**config.mk**
```make
export PLATFORM = sky130hd
export DESIGN_NAME = muldiv_sequencer_flat
export DESIGN_NICKNAME = d
export VERILOG_FILES = /design/src/rtl/muldiv_sequencer_pkg.sv /design/src/rtl/muldiv_sequencer_if.sv /design/src/rtl/muldiv_wait_counter.sv /design/src/rtl/muldiv_sequencer.sv /design/src/flat_wrapper.sv
export SDC_FILE = /design/constraint.sdc
export NUM_CORES = 1
export LEC_CHECK = 0
export CAP_MARGIN = 40
export CORE_AREA = 2 2 184 186
export CTS_CLUSTER_DIAMETER = 50
export DETAILED_ROUTE_END_ITERATION = 8
export DIE_AREA = 0 0 186 188
export PLACE_DENSITY = 0.7
export RECOVER_POWER = 25
export SETUP_SLACK_MARGIN = 0.15
export SYNTH_ARGS = -nofsm -noshare
export SYNTH_HDL_FRONTEND = slang
export SYNTH_HIERARCHICAL = 1
export SYNTH_SLANG_ARGS = --single-unit
```
**constraint.sdc**
```tcl
create_clock -name clk -period 5 [get_ports clk]
set_input_delay 1.5 -clock clk [delete_from_list [all_inputs] [get_ports clk]]
set_output_delay 1.5 -clock clk [all_outputs]
set_load 0.005 [all_outputs]
```
**src/rtl/muldiv_sequencer_pkg.sv**
```systemverilog
// muldiv_sequencer_pkg: op/state encodings and helpers
// shared by the HI/LO multiply/divide sequencer.
package muldiv_sequencer_pkg;

  localparam logic [2:0] OP_DIV   = 3'd0;
  localparam logic [2:0] OP_DIVU  = 3'd1;
  localparam logic [2:0] OP_MULT  = 3'd2;
  localparam logic [2:0] OP_MULTU = 3'd3;
  localparam logic [2:0] OP_MTHI  = 3'd4;
  localparam logic [2:0] OP_MTLO  = 3'd5;

  localparam logic [2:0] S_IDLE     = 3'd0;
  localparam logic [2:0] S_START    = 3'd1;
  localparam logic [2:0] S_WAIT_DIV = 3'd2;
  localparam logic [2:0] S_WAIT_MUL = 3'd3;
  localparam logic [2:0] S_WRITE    = 3'd4;
  localparam logic [2:0] S_FINISH   = 3'd5;

  localparam int CNT_W = 6;

  typedef struct packed {
    logic [2:0]  op;
    logic [31:0] a;
    logic [31:0] b;
  } mdreq_t;

  function automatic logic is_div(
    input logic [2:0] op
  );
    return (op == OP_DIV) || (op == OP_DIVU);
  endfunction

  function automatic logic is_mt(
    input logic [2:0] op
  );
    return (op == OP_MTHI) || (op == OP_MTLO);
  endfunction

  function automatic logic is_legal(
    input logic [2:0] op
  );
    return op <= OP_MTLO;
  endfunction

endpackage

```
**src/rtl/muldiv_sequencer_if.sv**
```systemverilog
// muldiv_sequencer_if: CPU-side request/response bundle.
// master = main FSM/decode, slave = sequencer.
interface muldiv_sequencer_if;
  logic        req;
  logic [2:0]  op;
  logic [31:0] rs_data;
  logic [31:0] rt_data;
  logic        ack;
  logic        busy;
  logic        done;
  logic        div_zero;
  logic        err;
  logic        hilo_rd;
  logic        stall;
  logic        hi_en;
  logic        lo_en;
  logic [31:0] hi_wdata;
  logic [31:0] lo_wdata;

  modport master (
    output req, op, rs_data, rt_data, hilo_rd,
    input  ack, busy, done, div_zero, err, stall,
    input  hi_en, lo_en, hi_wdata, lo_wdata
  );

  modport slave (
    input  req, op, rs_data, rt_data, hilo_rd,
    output ack, busy, done, div_zero, err, stall,
    output hi_en, lo_en, hi_wdata, lo_wdata
  );
endinterface

```
**src/rtl/muldiv_wait_counter.sv**
```systemverilog
// muldiv_wait_counter: cycle counter with clear, enable
// and compare-to-limit (hit = cnt == limit).
module muldiv_wait_counter
  import muldiv_sequencer_pkg::*;
(
  input  logic             clk,
  input  logic             rst,
  input  logic             clr,
  input  logic             en,
  input  logic [CNT_W-1:0] limit,
  output logic [CNT_W-1:0] cnt,
  output logic             hit
);

  always_ff @(posedge clk or posedge rst) begin
    if (rst) begin
      cnt <= '0;
    end else if (clr) begin
      cnt <= '0;
    end else if (en) begin
      cnt <= cnt + CNT_W'(1);
    end
  end

  assign hit = (cnt == limit);

endmodule

```
**src/rtl/muldiv_sequencer.sv**
```systemverilog
// muldiv_sequencer: runs one HI/LO op at a time over the
// shared DIV/DIVU/MULT/MULTU units and writes HI/LO.
// Ports: clk, rst, cpu (slave), unit_a/b, div(u)_start,
// div(u)_busy/q/r, mul(tu)_ena, mul(tu)_z.
module muldiv_sequencer
  import muldiv_sequencer_pkg::*;
#(
  parameter int MUL_LAT     = 1,
  parameter int DIV_TIMEOUT = 40
) (
  input  logic        clk,
  input  logic        rst,
  muldiv_sequencer_if.slave cpu,
  output logic [31:0] unit_a,
  output logic [31:0] unit_b,
  output logic        div_start,
  output logic        divu_start,
  input  logic        div_busy,
  input  logic        divu_busy,
  input  logic [31:0] div_q,
  input  logic [31:0] div_r,
  input  logic [31:0] divu_q,
  input  logic [31:0] divu_r,
  output logic        mul_ena,
  output logic        multu_ena,
  input  logic [63:0] mul_z,
  input  logic [63:0] multu_z
);

  logic [2:0]       state;
  logic [2:0]       nxt;
  mdreq_t           req_q;
  logic             zero_q;
  logic             err_q;
  logic [31:0]      hi_res;
  logic [31:0]      lo_res;
  logic [CNT_W-1:0] cnt;
  logic [CNT_W-1:0] limit;
  logic             hit;
  logic             clr;
  logic             cnt_en;
  logic             accept;
  logic             sel_busy;
  logic [31:0]      sel_q;
  logic [31:0]      sel_r;
  logic [63:0]      sel_z;
  logic             div_ready;
  logic             div_tmo;
  logic             mul_cap;
  logic [2:0]       op_q;

  assign op_q   = req_q.op;
  assign unit_a = req_q.a;
  assign unit_b = req_q.b;
  assign accept = (state == S_IDLE) && cpu.req;

  assign sel_busy = (op_q == OP_DIVU) ? divu_busy : div_busy;
  assign sel_q    = (op_q == OP_DIVU) ? divu_q : div_q;
  assign sel_r    = (op_q == OP_DIVU) ? divu_r : div_r;
  assign sel_z    = (op_q == OP_MULTU) ? multu_z : mul_z;

  // Busy rises a cycle after start, so cnt==0 is ignored.
  assign div_ready = (state == S_WAIT_DIV)
                   && (cnt != '0) && !sel_busy;
  assign div_tmo   = (state == S_WAIT_DIV)
                   && !div_ready && hit;
  assign mul_cap   = (state == S_WAIT_MUL) && hit;

  assign limit = (state == S_WAIT_DIV)
               ? CNT_W'(DIV_TIMEOUT)
               : CNT_W'(MUL_LAT - 1);

  muldiv_wait_counter u_cnt (
    .clk   (clk),
    .rst   (rst),
    .clr   (clr),
    .en    (cnt_en),
    .limit (limit),
    .cnt   (cnt),
    .hit   (hit)
  );

  always_comb begin
    nxt    = state;
    clr    = 1'b0;
    cnt_en = 1'b0;
    unique case (state)
      S_IDLE: begin
        if (cpu.req) begin
          if (is_div(cpu.op) && cpu.rt_data == '0)
            nxt = S_FINISH;
          else if (is_mt(cpu.op))
            nxt = S_WRITE;
          else if (!is_legal(cpu.op))
            nxt = S_FINISH;
          else
            nxt = S_START;
        end
      end
      S_START: begin
        clr = 1'b1;
        nxt = is_div(op_q) ? S_WAIT_DIV : S_WAIT_MUL;
      end
      S_WAIT_DIV: begin
        cnt_en = 1'b1;
        if (div_ready)
          nxt = S_WRITE;
        else if (div_tmo)
          nxt = S_FINISH;
      end
      S_WAIT_MUL: begin
        cnt_en = 1'b1;
        if (mul_cap)
          nxt = S_WRITE;
      end
      S_WRITE:  nxt = S_IDLE;
      S_FINISH: nxt = S_IDLE;
      default:  nxt = S_IDLE;
    endcase
  end

  always_ff @(posedge clk or posedge rst) begin
    if (rst) begin
      state  <= S_IDLE;
      req_q  <= '0;
      zero_q <= 1'b0;
      err_q  <= 1'b0;
      hi_res <= '0;
      lo_res <= '0;
    end else begin
      state <= nxt;
      if (accept) begin
        req_q  <= '{op: cpu.op,
                    a:  cpu.rs_data,
                    b:  cpu.rt_data};
        zero_q <= is_div(cpu.op)
               && (cpu.rt_data == '0);
        err_q  <= !is_legal(cpu.op);
      end
      if (div_ready) begin
        hi_res <= sel_r;
        lo_res <= sel_q;
      end else if (mul_cap) begin
        hi_res <= sel_z[63:32];
        lo_res <= sel_z[31:0];
      end
      if (div_tmo)
        err_q <= 1'b1;
    end
  end

  assign cpu.ack      = accept && !rst;
  assign cpu.busy     = (state != S_IDLE);
  assign cpu.done     = (state == S_WRITE)
                     || (state == S_FINISH);
  assign cpu.div_zero = (state == S_FINISH) && zero_q;
  assign cpu.err      = (state == S_FINISH) && err_q;
  assign cpu.stall    = cpu.hilo_rd && cpu.busy;

  assign cpu.hi_en = (state == S_WRITE)
                  && (op_q != OP_MTLO);
  assign cpu.lo_en = (state == S_WRITE)
                  && (op_q != OP_MTHI);

  assign cpu.hi_wdata = !cpu.hi_en ? '0
                      : (op_q == OP_MTHI) ? unit_a
                      : hi_res;
  assign cpu.lo_wdata = !cpu.lo_en ? '0
                      : (op_q == OP_MTLO) ? unit_a
                      : lo_res;

  assign div_start  = (state == S_START)
                   && (op_q == OP_DIV);
  assign divu_start = (state == S_START)
                   && (op_q == OP_DIVU);
  assign mul_ena    = ((state == S_START)
                   || (state == S_WAIT_MUL))
                   && (op_q == OP_MULT);
  assign multu_ena  = ((state == S_START)
                   || (state == S_WAIT_MUL))
                   && (op_q == OP_MULTU);

endmodule

```
**src/flat_wrapper.sv**
```systemverilog
// flat-port wrapper written by rule: the top's interface ports become plain ports
module muldiv_sequencer_flat import muldiv_sequencer_pkg::*;
#(
  parameter int MUL_LAT     = 1,
  parameter int DIV_TIMEOUT = 40
)
  (clk, rst, unit_a, unit_b, div_start, divu_start, div_busy, divu_busy, div_q, div_r, divu_q, divu_r, mul_ena, multu_ena, mul_z, multu_z, cpu_req, cpu_op, cpu_rs_data, cpu_rt_data, cpu_hilo_rd, cpu_ack, cpu_busy, cpu_done, cpu_div_zero, cpu_err, cpu_stall, cpu_hi_en, cpu_lo_en, cpu_hi_wdata, cpu_lo_wdata);
  muldiv_sequencer_if cpu_i ();
  input  logic clk;
  input  logic rst;
  output logic [31:0] unit_a;
  output logic [31:0] unit_b;
  output logic div_start;
  output logic divu_start;
  input  logic div_busy;
  input  logic divu_busy;
  input  logic [31:0] div_q;
  input  logic [31:0] div_r;
  input  logic [31:0] divu_q;
  input  logic [31:0] divu_r;
  output logic mul_ena;
  output logic multu_ena;
  input  logic [63:0] mul_z;
  input  logic [63:0] multu_z;
  input wire logic [$bits(cpu_i.req)-1:0] cpu_req;
  input wire logic [$bits(cpu_i.op)-1:0] cpu_op;
  input wire logic [$bits(cpu_i.rs_data)-1:0] cpu_rs_data;
  input wire logic [$bits(cpu_i.rt_data)-1:0] cpu_rt_data;
  input wire logic [$bits(cpu_i.hilo_rd)-1:0] cpu_hilo_rd;
  output wire logic [$bits(cpu_i.ack)-1:0] cpu_ack;
  output wire logic [$bits(cpu_i.busy)-1:0] cpu_busy;
  output wire logic [$bits(cpu_i.done)-1:0] cpu_done;
  output wire logic [$bits(cpu_i.div_zero)-1:0] cpu_div_zero;
  output wire logic [$bits(cpu_i.err)-1:0] cpu_err;
  output wire logic [$bits(cpu_i.stall)-1:0] cpu_stall;
  output wire logic [$bits(cpu_i.hi_en)-1:0] cpu_hi_en;
  output wire logic [$bits(cpu_i.lo_en)-1:0] cpu_lo_en;
  output wire logic [$bits(cpu_i.hi_wdata)-1:0] cpu_hi_wdata;
  output wire logic [$bits(cpu_i.lo_wdata)-1:0] cpu_lo_wdata;
  assign cpu_i.req = cpu_req;
  assign cpu_i.op = cpu_op;
  assign cpu_i.rs_data = cpu_rs_data;
  assign cpu_i.rt_data = cpu_rt_data;
  assign cpu_i.hilo_rd = cpu_hilo_rd;
  assign cpu_ack = cpu_i.ack;
  assign cpu_busy = cpu_i.busy;
  assign cpu_done = cpu_i.done;
  assign cpu_div_zero = cpu_i.div_zero;
  assign cpu_err = cpu_i.err;
  assign cpu_stall = cpu_i.stall;
  assign cpu_hi_en = cpu_i.hi_en;
  assign cpu_lo_en = cpu_i.lo_en;
  assign cpu_hi_wdata = cpu_i.hi_wdata;
  assign cpu_lo_wdata = cpu_i.lo_wdata;
  muldiv_sequencer #(.MUL_LAT(MUL_LAT), .DIV_TIMEOUT(DIV_TIMEOUT)) u_core (.clk(clk), .rst(rst), .cpu(cpu_i), .unit_a(unit_a), .unit_b(unit_b), .div_start(div_start), .divu_start(divu_start), .div_busy(div_busy), .divu_busy(divu_busy), .div_q(div_q), .div_r(div_r), .divu_q(divu_q), .divu_r(divu_r), .mul_ena(mul_ena), .multu_ena(multu_ena), .mul_z(mul_z), .multu_z(multu_z));
endmodule
```
==> results.cfg <==
[run_status]
outcome = finished, violations left
violations = capacitance limit, slew limit

[clocking]
numCtsBuffers = 17
cts_buffer_depth = 2
cts.clk_slew.worst_paths_ns = 0.06
ctsHoldBuffers = 0
clock_latency_ns = 0.43
cts_tree = done
cts_root_buf = clkbuf_16
h-tree-depth = 4
cts_resized = 0
cts_num_sinks = 142
post_cts_buffers = 0

[setup_path]
cp-startpoint = rst
r2r-end = u_core/hi_res[31]
worst_setup_path_start_kind = input pin
rr_startpoint = u_core/state[2]
reg2regPathDepth = 10
crit_required_ns = 3.50
path_delay_family = buffers and inverters
crit_path_end = cpu_ack
crit_cells = 3
crit_arrival_ns = 2.96
critPathBufInv = 2
critPathMaxFanout = 3
path_class = input pin to output port
cp_slowest_cell = dlygate4sd3_1
rrSetupSlack_ns = 1.50
critPathCaptureType = output port
crit_chain = dlygate4sd3_1 -> nor2_1 -> clkdlybuf4s50_1
critical_path.max_stage_delay_ns = 0.60

[final_layout]
fillerInstances = 3188
fin_nets = 1727
fin_util_pct = 43.8
drive_gt1_share_pct = 9.15
num_antenna_cells = 0
stdcell_count = 1858
area_delta_synth_final_pct = 65.4

[sta]
fin_crit_ns = 4.46
finalSetupViolCount = 0
timing.fmax_mhz = 224
final.period_utilization_pct = 89.3
drv_slew = 137
hold_viol = 0
skew_ns = 0.0149
finalSetupTns_ns = 0
worst_slack_ns = 0.537
slew_headroom_pct = -30.8
rsz0062_at_grt = no
worst_pin_slew_ns = 1.96

[global_routing]
grt-ovfl-total = 0
track_usage_pct = 20.8
grt_max_degree = 137
grt_pass1_wl_mm = 54.4
grt_pass1_vias = 9320
grt_antenna_before_repair = 0

[placed_design]
post-dp-hpwl_mm = 27.7
gp_congestion = 0.825
dp_cells = 1826
pre_cts_ws_ns = 0.521
port_buffers = 468

[synthesis]
yosysTopAreaCell = dfrtp_1
ys_top_cells_by_area = dfrtp_1 41%, mux2i_1 22%, nand2_1 14%, mux2_2 8.2%, a21oi_1 3.8%
yosysWarnings = 6
synthCells = 954
ys_seq_area_share_pct = 40.6
synth_seq_cells = 142
synth_common_cells = 334 x nand2_1, 193 x mux2i_1, 142 x dfrtp_1
synth_edf_count = 0
yosysMostFrequentCell = nand2_1
synth_cell_types = 45
synthFlopType = dfrtp_1
synth_top_area_share_pct = 40.6
synthArstFlopShare_pct = 100
syn_area_mm2 = 0.00876
avgSynthCellArea_um2 = 9.18

[power]
p_clk_share_pct = 20.7
p_per_area_mw_per_mm2 = 477
p_switching_mw = 2.66
seqPwrFrac_pct = 32.4
peakVddDrop_v = 0.000474
p_comb_share_pct = 46.9
p_int_mw = 4.25
p_leak_nw = 5.79
switching_share_pct = 38.5

[hold_path]
hp-class = flip-flop to flip-flop

[route]
antenna_left = 0
route.detailed.drc = 0
vias = 8721
dr.pass1.iters = 5
wire_per_inst_um = 19.9
vias_per_cell = 4.69
first_iter_violations = 367
wl_mm = 37.0

[die]
ioPinCount = 469
die_area_mm2 = 0.0350
core_area_mm2 = 0.0331
initial_core_util_pct = 26.5
die_w_um = 186
rows = 67
die_h_um = 188

[flow_run]
cap_violations = 1
per-stage QoR:
| stage | instance area, um^2 | hold WS (ns) | total power [mW] |
|---|---|---|---|
| floorplan | 8770 | 0.435 | 3.79 |
| global placement | 13800 | 0.457 | 5.44 |
| detailed placement | 13900 | 0.462 | 5.51 |
| CTS | 14500 | 0.478 | 6.99 |
| global route | 14500 | 0.503 | 7.38 |
| finish | 14500 | 0.477 | 6.91 |
layout make-up:
type,count,area (um^2),area share [%]
tap,448,561,3.87
timing repair buffer,486,4860,33.6
multi-input combinational,739,4820,33.3
sequential,142,3550,24.5
clock inverter,10,173,1.19
inverter,11,45.0,0.311
clock buffer,22,474,3.27
placed cells by master (no fill, tap or decap), types with 2 or more instances in the layout:
cell type	count
conb_1	4
inv_6	5
clkbuf_1	2
o21ai_0	5
nand3b_1	2
clkbuf_16	17
xnor2_1	5
nand3_1	2
buf_12	2
nor3_4	2
clkbuf_8	3
nand4_1	4
clkdlybuf4s50_1	467
mux2i_1	193
buf_4	14
dfrtp_1	142
and3_1	3
nor2b_1	4
bufinv_16	4
a21oi_1	66
inv_2	3
nor4_1	9
xor2_1	5
nand2_2	3
nor2_1	14
inv_1	7
o31ai_1	2
nand2_1	331
mux2_2	64
nor3_1	2
nor3b_2	2
power groups by stage:
stage	clock [mW]	sequential [mW]	combinational, mW
2_1_floorplan	0	2.02	1.76
3_3_place_gp	0	2.25	3.19
3_5_place_dp	0	2.26	3.26
4_1_cts	1.47	2.25	3.27
5_1_grt	1.52	2.31	3.55
6_report	1.43	2.24	3.24
sequential cells by signal (all words and copies together), names as in the netlist:
signal	flops
u_core/state	3
u_core/err_q	1
u_core/unit_b	32
u_core/op_q	3
u_core/hi_res	32
u_core/lo_res	32
u_core/unit_a	32
u_core/u_cnt/cnt	6
u_core/zero_q	1
routing by layer:
layer	GRT usage, %	wire (um)	up-vias
li1	-	-	4109
met3	5.92	2990	40
met4	7.24	926	0
met5	0	0	-
met2	35.9	18100	366
met1	24.4	15000	4206
worst register-to-register path, cell delays in order, from the launching register on:
cell,delay (ns)
dfrtp_1,0.45
and2b_1,0.40
nand2b_1,0.22
inv_1,0.15
xnor2_1,0.13
nand4_1,0.12
nor3_1,0.42
and3_4,0.73
buf_12,0.36
mux2i_1,0.27
mux2i_1,0.10
kinds of logic (layout without fill, tap and decap cells):
group | count (synthesis) | count (layout) | synth area share [%]
buffers and inverters | 76 | 529 | 4.94
XOR/XNOR | 10 | 10 | 1.00
other | 1 | 4 | 0.0428
flip-flops | 142 | 142 | 40.6
AO/OA/AOI/OAI | 79 | 79 | 4.74
adder cells (fa/ha/maj) | 1 | 1 | 0.143
multiplexers | 258 | 258 | 30.5
AND/OR/NAND/NOR | 387 | 387 | 18.1
how the worst min path moves through the flow:
stage                 startpoint           endpoint  slack (ns)  cells past startpoint
3_5_place_dp   u_core/unit_b[14]  u_core/unit_b[14]        0.46                      2
3_3_place_gp   u_core/unit_b[20]  u_core/unit_b[20]        0.46                      2
4_1_cts        u_core/unit_b[14]  u_core/unit_b[14]        0.48                      2
6_report       u_core/unit_b[22]  u_core/unit_b[22]        0.48                      2
2_1_floorplan      u_core/zero_q      u_core/zero_q        0.44                      2
5_1_grt        u_core/unit_b[21]  u_core/unit_b[21]        0.50                      2
Power figures use the tool's default switching activity.
